==> config.mk <==
export PLATFORM = sky130hd
export DESIGN_NAME = sram_1024x32_port_ctrl
export DESIGN_NICKNAME = d
export VERILOG_FILES = /design/src/rtl/sram_1024x32_port_ctrl.sv
export SDC_FILE = /design/constraint.sdc
export NUM_CORES = 1
export LEC_CHECK = 0
export BUFFER_PORTS_ARGS = -buffer_cell sky130_fd_sc_hd__buf_2
export CORE_UTILIZATION = 45
export DETAILED_ROUTE_END_ITERATION = 8
export MAX_ROUTING_LAYER = met4
export PLACE_DENSITY = 0.78
export SLEW_MARGIN = 20
export SYNTH_ARGS = -nofsm -noshare
export SYNTH_HDL_FRONTEND = slang
export SYNTH_SLANG_ARGS = --single-unit
==> constraint.sdc <==
create_clock -name clk -period 3.4 [get_ports clk]
set_input_delay 0.17 -clock clk [delete_from_list [all_inputs] [get_ports clk]]
set_output_delay 0.17 -clock clk [all_outputs]
set_load 0.02 [all_outputs]
==> src/rtl/sram_1024x32_port_ctrl.sv <==
// sram_1024x32_port_ctrl
//   Front end for the 1024x32 single-port SRAM macro. After reset it writes zero to every
//   word. It then turns a valid/ready request stream into the macro's we/addr/din pins and
//   catches the one-cycle-late read data in a 2-entry response FIFO.
//
// Ports
//   clk, rst                   shared clock; asynchronous active-high reset
//   init_done                  high once the scrub has written every word
//   req_valid/req_ready        request handshake; req_we selects write (1) or read (0)
//   req_addr, req_din          request word address and write data
//   rsp_valid/rsp_ready        response handshake; rsp_dout is the FIFO head
//   sram_we/addr/din           driven to the macro
//   sram_dout                  read data from the macro, valid one cycle after the read
module sram_1024x32_port_ctrl #(
   parameter int unsigned DATA_WIDTH = 32,
   parameter int unsigned ADDR_WIDTH = 10
) (
   input  logic                  clk,
   input  logic                  rst,
   output logic                  init_done,
   input  logic                  req_valid,
   output logic                  req_ready,
   input  logic                  req_we,
   input  logic [ADDR_WIDTH-1:0] req_addr,
   input  logic [DATA_WIDTH-1:0] req_din,
   output logic                  rsp_valid,
   input  logic                  rsp_ready,
   output logic [DATA_WIDTH-1:0] rsp_dout,
   output logic                  sram_we,
   output logic [ADDR_WIDTH-1:0] sram_addr,
   output logic [DATA_WIDTH-1:0] sram_din,
   input  logic [DATA_WIDTH-1:0] sram_dout
);

   typedef enum logic [0:0] {StScrub, StRun} state_e;

   state_e                  state_q;
   logic [ADDR_WIDTH-1:0]   scrub_cnt_q;
   logic                    infl_q;      // a read was accepted last edge; its data is on sram_dout
   logic [1:0]              occ_q;
   logic [DATA_WIDTH-1:0]   fifo_q [2];  // entry 0 is the head

   logic       pop;
   logic       push;
   logic       acc;
   logic       rd_acc;
   logic [2:0] pend;

   assign pop       = rsp_valid && rsp_ready;
   assign push      = infl_q;
   // Slots still committed after this cycle; pop cannot underflow since it implies occ >= 1.
   assign pend      = {1'b0, occ_q} + {2'b00, infl_q} - {2'b00, pop};
   assign req_ready = (state_q == StRun) && (pend <= 3'd1);
   assign acc       = req_valid && req_ready;
   assign rd_acc    = acc && !req_we;

   assign rsp_valid = (occ_q != 2'd0);
   assign rsp_dout  = fifo_q[0];

   always_comb begin
      sram_we   = 1'b1;
      sram_addr = scrub_cnt_q;
      sram_din  = '0;
      if (state_q == StRun) begin
         sram_we   = acc && req_we;
         sram_addr = req_addr;
         sram_din  = req_din;
      end
   end

   // Scrub / run sequencer
   always_ff @(posedge clk or posedge rst) begin
      if (rst) begin
         state_q     <= StScrub;
         scrub_cnt_q <= '0;
         init_done   <= 1'b0;
      end else begin
         case (state_q)
            StScrub: begin
               scrub_cnt_q <= scrub_cnt_q + 1'b1;
               if (scrub_cnt_q == {ADDR_WIDTH{1'b1}}) begin
                  state_q   <= StRun;
                  init_done <= 1'b1;
               end
            end
            StRun: begin
               state_q <= StRun;
            end
            default: begin
               state_q <= StScrub;
            end
         endcase
      end
   end

   // In-flight flag and response FIFO
   always_ff @(posedge clk or posedge rst) begin
      if (rst) begin
         infl_q    <= 1'b0;
         occ_q     <= 2'd0;
         fifo_q[0] <= '0;
         fifo_q[1] <= '0;
      end else begin
         // A read accepted on the same edge as a push keeps the flag set.
         infl_q <= rd_acc;
         case ({push, pop})
            2'b10: begin
               if (occ_q == 2'd0) fifo_q[0] <= sram_dout;
               else               fifo_q[1] <= sram_dout;
               occ_q <= occ_q + 2'd1;
            end
            2'b01: begin
               fifo_q[0] <= fifo_q[1];
               occ_q     <= occ_q - 2'd1;
            end
            2'b11: begin
               if (occ_q == 2'd1) begin
                  fifo_q[0] <= sram_dout;
               end else begin
                  fifo_q[0] <= fifo_q[1];
                  fifo_q[1] <= sram_dout;
               end
            end
            default: begin
               occ_q <= occ_q;
            end
         endcase
      end
   end

endmodule

Yosys cells after proc, flatten, opt, wreduce, memory -nomap -nowiden
Cells that the tools add are included.
{"block": "totals", "rom_bits": 0, "word_cells": 48, "latchBits": 0, "output_inout_bits": 78, "memories": 0, "reg_bits": 79, "mem_bits_rw": 0}
{"block": "classes", "multipliers": 0, "bitwise_logic": 1, "addsub": 5, "n_reduce_logical": 14, "eq_ne": 8, "shift": 0, "div": 0, "order_cmp": 1, "n_mux": 12}
{"cell": "$mux W32", "n": 5}
{"cell": "$pmux W32 S3", "n": 1}
{"cell": "$pmux W32 S2", "n": 1}
{"cell": "$add A10 B1 Y10 const B", "n": 1}
{"cell": "$eq A10 B10 Y1 const B", "n": 1}
{"cell": "$mux W10", "n": 1}
{"cell": "$ne A2 B2 Y1 const B", "n": 3}
{"cell": "$reduce_bool A2 Y1", "n": 3}
{"cell": "$logic_and A1 B1 Y1", "n": 5}
{"cell": "$eq A2 B1 Y1 const B", "n": 2}
{"cell": "$eq A2 B2 Y1 const B", "n": 2}
{"cell": "$pmux W2 S2", "n": 1}
{"cell": "$reduce_and A2 Y1", "n": 2}
{"cell": "$add A2 B1 Y3", "n": 1}
{"cell": "$le A3 B1 Y1 const B", "n": 1}
{"cell": "$reduce_and A3 Y1", "n": 1}
{"cell": "$reduce_bool A3 Y1", "n": 1}
{"cell": "$sub A3 B1 Y3", "n": 1}
{"cell": "$add A2 B1 Y2 const B", "n": 1}
{"cell": "$logic_not A2 Y1", "n": 1}
{"cell": "$mux W1", "n": 2}
{"cell": "$pmux W1 S2", "n": 1}
{"cell": "$sub A2 B1 Y2 const B", "n": 1}
{"cell": "$logic_not A1 Y1", "n": 1}
{"cell": "$not A1 Y1", "n": 1}

Longest topological paths before layout
Gate-level depths: netlist (run 1).
{"block": "depth", "ltp_word": 8, "mapped_depth": 11, "mapped_depth_nobuf": 10}

Worst setup path after synthesis (run 1)
No wires, ideal clock.
{"block": "synth_path", "path_kind": "register -> output", "start": "register occ_q[1]", "end": "output sram_we", "path_stages_with_launch": 12, "setup_slack_ns": 0.753, "arrival_ns": 2.477, "n_path_buf": 1, "required_time_ns": 3.230, "cell_sequence": "dfrtp_1 inv_1 ha_1 nor2b_1 buf_2 xnor2_1 ha_1 inv_1 fa_1 xnor2_1 nand4_1 o21ai_0"}
{"block": "synth_between", "elab_chain_cells": 8}
{"item": "start: declaration", "line": "40", "source": "logic [1:0] occ_q;"}
{"item": "start signal: assignment", "line": "110", "source": "occ_q <= occ_q + 2'd1;"}
{"item": "start signal: assignment", "line": "114", "source": "occ_q <= occ_q - 2'd1;"}
{"item": "start signal: assignment", "line": "125", "source": "occ_q <= occ_q;"}
{"item": "branches (longest 2 deep; another with $add A2 B1 Y3)"}
{"item": "$sub A3 B1 Y3 (*)", "line": "52", "source": "assign pend = {1'b0, occ_q} + {2'b00, infl_q} - {2'b00, pop};"}
{"item": "$le A3 B1 Y1 (*)", "line": "53", "source": "assign req_ready = (state_q == StRun) && (pend <= 3'd1);"}
{"item": "$logic_and A1 B1 Y1 (*)", "line": "53"}
{"item": "$logic_and A1 B1 Y1 (*)", "line": "54", "source": "assign acc = req_valid && req_ready;"}
{"item": "$logic_and A1 B1 Y1 (*)", "line": "65", "source": "sram_we = acc && req_we;"}
{"item": "$mux W1 (*)", "line": "64", "source": "if (state_q == StRun) begin"}
{"item": "end: declaration", "line": "29", "source": "output logic sram_we,"}
Mark *: on every way between the ends.

Worst setup path in the final report (run 1)
Ends and elaborated chain as after synthesis.

==> out/metrics.cfg, run 1 <==
[run_status]
outcome = finished, violations left
violations = hold timing

[synth]
synth.cell_area_mm2 = 0.00427
yosysUniqueCellTypes = 34
async_reset_ff_share_pct = 100
synth_edf_count = 0
syn_nets = 486
avgSynthCellArea_um2 = 10.6
syn_inst = 402
synth-seq-cells = 79
ys_seq_area_share_pct = 46.3
yosys_warnings = 0
synth_ff_type = dfrtp_1

[die]
initial_core_util_pct = 46.4
dieHeight_um = 99.4
pin_count = 157
rows = 35
die_x_um = 99.4
core_area_mm2 = 0.00920
die_area_mm2 = 0.00987

[power_and_ir_drop]
power_leakage_nw = 2.50
p_switching_mw = 1.06
vdd_ir_drop_max_mv = 0.332
p_clk_share_pct = 22.6
p_int_mw = 1.73
power_density_mw_per_mm2 = 559
netSwitchingFraction_pct = 38.0
seqPwrFrac_pct = 44.0
combPwrFrac_pct = 33.4

[worst_setup_path]
r2r_start = occ_q[1]
path_max_fanout = 5
r2r_cells = 10
critPathCaptureType = output port
crit_arrival_ns = 2.82
regToRegSetupSlack_ns = 1.12
critPathLaunchType = register
critPathLaunch = occ_q[1]
critPathRequiredTime_ns = 3.23
crit_type = reg -> out

[clock_tree]
clockBufferDepth = 2
cts_tree = yes
cts_root_buffer = clkbuf_8
clk_pin_slew_worst_paths_ns = 0.08
cts_buffers = 9
post_cts_buffers = 0
post_cts_resized = 0
cts.sink_count = 79
clkLatencyLatePin_ns = 0.35
cts_max_level = 3

[global_route]
track_usage_pct = 20.2
grt_pass1_wl_um = 15200
antenna_found_initial = 0
grt_max_degree = 61
grt_pass1_vias = 3197
gr-total-overflow = 0

[layout]
fillers = 846
diodes = 0
register_area_mm2 = 0.00198
multiInputGateArea_mm2 = 0.00182
num-nets-final = 599
drive_above_1_share_pct = 43.8
area_delta_synth_final_pct = 16.9

[timing]
period_share_pct = 87.9
slew-limit-headroom_pct = 33.6
final-hold-violation-count = 59
period_needed_ns = 2.99
fin_worst_skew_ns = 0.00757
fin_setup_tns_ns = 0
tightest_slew_ns = 0.996
fin_hold_ws_ns = -0.0450
rsz0062_at_grt = false
setup_viol = 0
slew_violations = 0
fmax_ghz = 0.335

[job]
maxCapViolCount = 0

[worst_hold_path]
hold_class = in -> async

[route]
avgRoutedWirePerCell_um = 15.0
viasPerCell = 5.18
drtAntennaViolNets = 0
drc = 0
drt_first_pass_iters = 4
routed_wl_um = 9440
vias = 3267
drt_iter0_markers = 115

[placed_design]
dpl.hpwl_um = 6550
place_congestion = 0.828
port_buffers = 156

-- worst max-delay path, stage by stage (launching register included) --
cell and delay, ns:
dfrtp_1 0.45, inv_1 0.10, ha_1 0.25, nor2b_2 0.17, xnor2_1 0.18, ha_1 0.19
inv_1 0.05, fa_1 0.37, xnor2_1 0.20, nand4_1 0.13, o21ai_0 0.19, buf_2 0.19
-- placed cells by master, fill, tap and decap left out, types with 2 or more instances in the layout --
master / instances
nor3_1: 2
clkinv_2: 2
clkbuf_8: 10
xnor2_1: 6
buf_2: 156
nand2_1: 6
nand4b_1: 2
dfrtp_1: 78
mux2_4: 30
xor2_1: 6
and3_1: 3
clkinvlp_4: 2
nor2_1: 36
mux2_2: 14
nand3_1: 32
ha_1: 4
and2_1: 33
inv_1: 5
a31oi_1: 31
buf_4: 7
o21ai_0: 33
nand4_1: 2
nand2b_1: 3
-- flip-flops by register name, indices dropped and copies added, names as in the netlist --
| register | cells |
|---|---|
| fifo_q | 32 |
| rsp_dout | 32 |
| scrub_cnt_q | 10 |
| occ_q | 2 |
| infl_q | 1 |
| init_done | 1 |
| state_q | 1 |
-- layout make-up --
class / count / area share [%]
Tap cell: 111 / 2.78
Sequential cell: 79 / 39.7
Clock buffer: 11 / 2.83
Clock inverter: 5 / 0.677
Inverter: 7 / 0.577
Timing Repair Buffer: 164 / 16.9
Multi-Input combinational cell: 254 / 36.6
-- metal layers --
| metal | GRT usage, % | vias up | routed length, um |
|---|---|---|---|
| met3 | 4.29 | 11 | 397 |
| met2 | 32.9 | 91 | 4630 |
| li1 | - | 1571 | - |
| met5 | - | - | 0 |
| met4 | 5.88 | 0 | 144 |
| met1 | 25.5 | 1594 | 4260 |
-- logic make-up (layout without fill, tap and decap cells) --
logic type      Yosys count  in the layout  synth area share (%)
compound gates           69             69                  9.27
xor+xnor                 12             12                  2.46
fa+ha+maj                 5              5                  1.64
buf+inv                  69            187                  11.0
flops                    79             79                  46.3
mux                      45             45                  14.5
simple gates            123            123                  14.8
-- worst paths after layout --
| path | to |
|---|---|
| max | sram_we |
| min | rsp_dout[6] |
| max reg2reg | infl_q |
| min reg2reg | init_done |
| max in group asynchronous | rsp_dout[28] |
| min in group clk | fifo_q[17] |
-- power by group through the flow --
| stage | Clock [mW] | Sequential (mW) | Combinational, mW |
|---|---|---|---|
| 5_1_grt | 0.689 | 1.25 | 1.02 |
| 3_3_place_gp | 0 | 1.24 | 0.907 |
| 6_report | 0.628 | 1.23 | 0.931 |
| 2_1_floorplan | 0 | 1.22 | 0.882 |
| 3_5_place_dp | 0 | 1.25 | 0.939 |
| 4_1_cts | 0.647 | 1.23 | 0.941 |
-- stage by stage --
step	area (um2)	power, mW	util, %	instances	setup slack (ns)
after floorplan	4270	2.10	-	402	0.753
after global placement	4800	2.14	52.2	614	0.850
after detailed placement	4800	2.19	52.2	614	0.728
after CTS	4980	2.82	54.2	631	0.335
after global routing	4990	2.96	54.2	631	0.0746
final	4990	2.79	54.2	631	0.412
-- repair_timing --
item / 4_1_cts / 5_1_grt
hold endpoints to repair: 1 / 0
hold buffers: 1 / 0
endpoints found under the setup margin: 0 / 0
-- cells in the mapped netlist (2+ instances only) --
cell / number / area [um2]
xnor2_1: 6 / 52.6
mux2_4: 30 / 450
nand2_1: 6 / 22.5
and2_1: 33 / 206
nor3_1: 2 / 10.0
dfrtp_1: 79 / 1980
xor2_1: 6 / 52.6
nand3_1: 32 / 160
nand4b_1: 2 / 17.5
and3_1: 4 / 25.0
buf_6: 2 / 22.5
buf_4: 36 / 270
mux2_2: 14 / 158
nand4_1: 2 / 12.5
clkbuf_1: 12 / 45.0
nor2_1: 36 / 135
ha_1: 4 / 50.1
o21ai_0: 33 / 165
buf_12: 3 / 60.1
a31oi_1: 31 / 194
inv_1: 6 / 22.5
nand2b_1: 3 / 18.8
buf_2: 9 / 45.0
No activity file was read; power rests on OpenSTA's default activity.
==> inputs of run 2 (changes only) <==
- GPL_TIMING_DRIVEN: not set -> 0
- REMOVE_ABC_BUFFERS: not set -> 1
==> run 2 against run 1 <==
  * The run now ends clean
  * Critical path type unchanged
  * Worst hold slack improved by 0.10 ns
  * Final area rose by 1.8%
  * Combinational power rose by 3.0%
  * Non-clock buffer count fell by 2
  * Worst setup slack got worse by 0.14 ns
  * Total power rose by 4.5%
  * Count of clock-buffer cells in the layout fell by 1
  * Sequential power barely moved
  * Global-route usage rose by 1.4 points
  * Via count rose by 3.6%
  * First-iteration DRC count rose by 23%
  * Clock power rose by 15%
  * Largest cell class unchanged
==> out/metrics.cfg, run 2 (synthesis gave the netlist of run 1 again) <==
[run_status]
outcome = completed

[worst_hold_path]
hold_class = in -> reg

[die]
die_area_mm2 = 0.00987
dieHeight_um = 99.4
core_area_mm2 = 0.00920
rows = 35
initial_core_util_pct = 46.4
pin_count = 157
die_x_um = 99.4

[job]
maxCapViolCount = 0

[power_and_ir_drop]
power_leakage_nw = 2.53
power_density_mw_per_mm2 = 573
power.total_mw = 2.91
vdd_ir_drop_max_mv = 0.289

[timing]
period_needed_ns = 3.12
period_share_pct = 91.9
slew-limit-headroom_pct = 51.1
final-hold-violation-count = 0
slew_violations = 0
setup_viol = 0
tightest_slew_ns = 0.730
fin_hold_ws_ns = 0.0571
fmax_ghz = 0.320
rsz0062_at_grt = false
fin_worst_skew_ns = 0.0142

[route]
avgRoutedWirePerCell_um = 16.1
routed_wl_um = 10100
drt_iter0_markers = 141
drt_first_pass_iters = 4
vias = 3385
drc = 0
viasPerCell = 5.38
drtAntennaViolNets = 0

[worst_setup_path]
critPathCaptureType = output port
crit_type = reg -> out
crit_buf_inv = 4
cpMaxStageDelayCell = dfrtp_2
critPathLaunchType = register
path_delay_family = adder cells
path_max_fanout = 16
cp_cell_sequence = inv_1, ha_2, nor2b_4, buf_8, xnor2_1, ha_1, inv_1, fa_1, xnor2_1, nand4_1, o21ai_0, buf_2
cpPeakStageDelay_ns = 0.46
critPathRequiredTime_ns = 3.23
crit_arrival_ns = 2.95

[global_route]
gr-total-overflow = 0
grt_pass1_wl_um = 16100
antenna_found_initial = 0
grt_max_degree = 64
track_usage_pct = 21.6
grt_pass1_vias = 3222

[clock_tree]
cts.sink_count = 79
clockBufferDepth = 2
cts_root_buffer = clkbuf_8
cts_max_level = 3
clkLatencyLatePin_ns = 0.35
cts_buffers = 9
clk_pin_slew_worst_paths_ns = 0.09
cts_tree = yes

[placed_design]
place_congestion = 0.811
port_buffers = 156
placed_area_mm2 = 0.00483
dp_cells = 610
dpl.hpwl_um = 6960

[layout]
num-nets-final = 597
final_cells = 629
drive_above_1_share_pct = 44.6
diodes = 0
final_cell_mix = buf_2, dfrtp_1, nor2_1
utilization_pct = 55.2
design_area_mm2 = 0.00508
layout_commonest_cell = buf_2
area_delta_synth_final_pct = 19.0

-- run 2: through the flow --
step	worst slack [ns]	TNS, ns
global placement	-1.05	-2.59
global route	0.0473	0
finish	0.275	0
detailed placement	0.180	0
floorplan	-0.265	-0.265
CTS	0.0350	0
-- run 2: where the power goes --
part           internal, mW  switching, mW  total (mW)
Clock                 0.362          0.361       0.723
Sequential             1.12          0.105        1.23
Combinational         0.340          0.620       0.959
Total                  1.82           1.09        2.91
-- run 2: area by class of cell --
cell class,count,area [um2]
Clock buffer,10,138
Clock inverter,6,67.6
Fill cell,810,4120
Inverter,7,28.8
Multi-Input combinational cell,254,1850
Sequential cell,79,1980
Tap cell,111,139
Timing Repair Buffer,162,878
-- run 2: worst paths after layout --
kind	startpoint	end	slack, ns	cells past startpoint
worst min register to register	init_done	init_done	0.49	1
worst max register to register	occ_q[1]	infl_q	0.97	11
max in group asynchronous	rst	fifo_q[14]	2.46	4
worst min-delay path	sram_dout[18]	fifo_q[18]	0.06	2
min in group asynchronous	rst	scrub_cnt_q[9]	0.35	3
worst max-delay path	occ_q[1]	sram_we	0.28	12
-- run 2: layer usage --
metal | GRT usage, % | share of wire [%] | vias up
met5 | - | 0 | -
met4 | 10.7 | 3.3 | 0
met3 | 4.08 | 6.3 | 26
met2 | 34.3 | 48 | 143
met1 | 26.7 | 43 | 1647
li1 | - | - | 1569
-- run 2: what timing repair did --
item	in CTS	in global routing
setup endpoints to repair	1	1
buffers inserted	1	0
hold endpoints to repair	27	0
resized for setup	0	3
hold buffers	2	0
-- run 2: worst register-to-register path: cells and delay by family (launching register included) --
family                   cells  cell delay [ns]
AND/OR/NAND/NOR              3             0.34
XOR/XNOR                     2             0.43
buffers and inverters        3             0.30
flip-flops                   1             0.46
adder cells (fa/ha/maj)      3             0.83
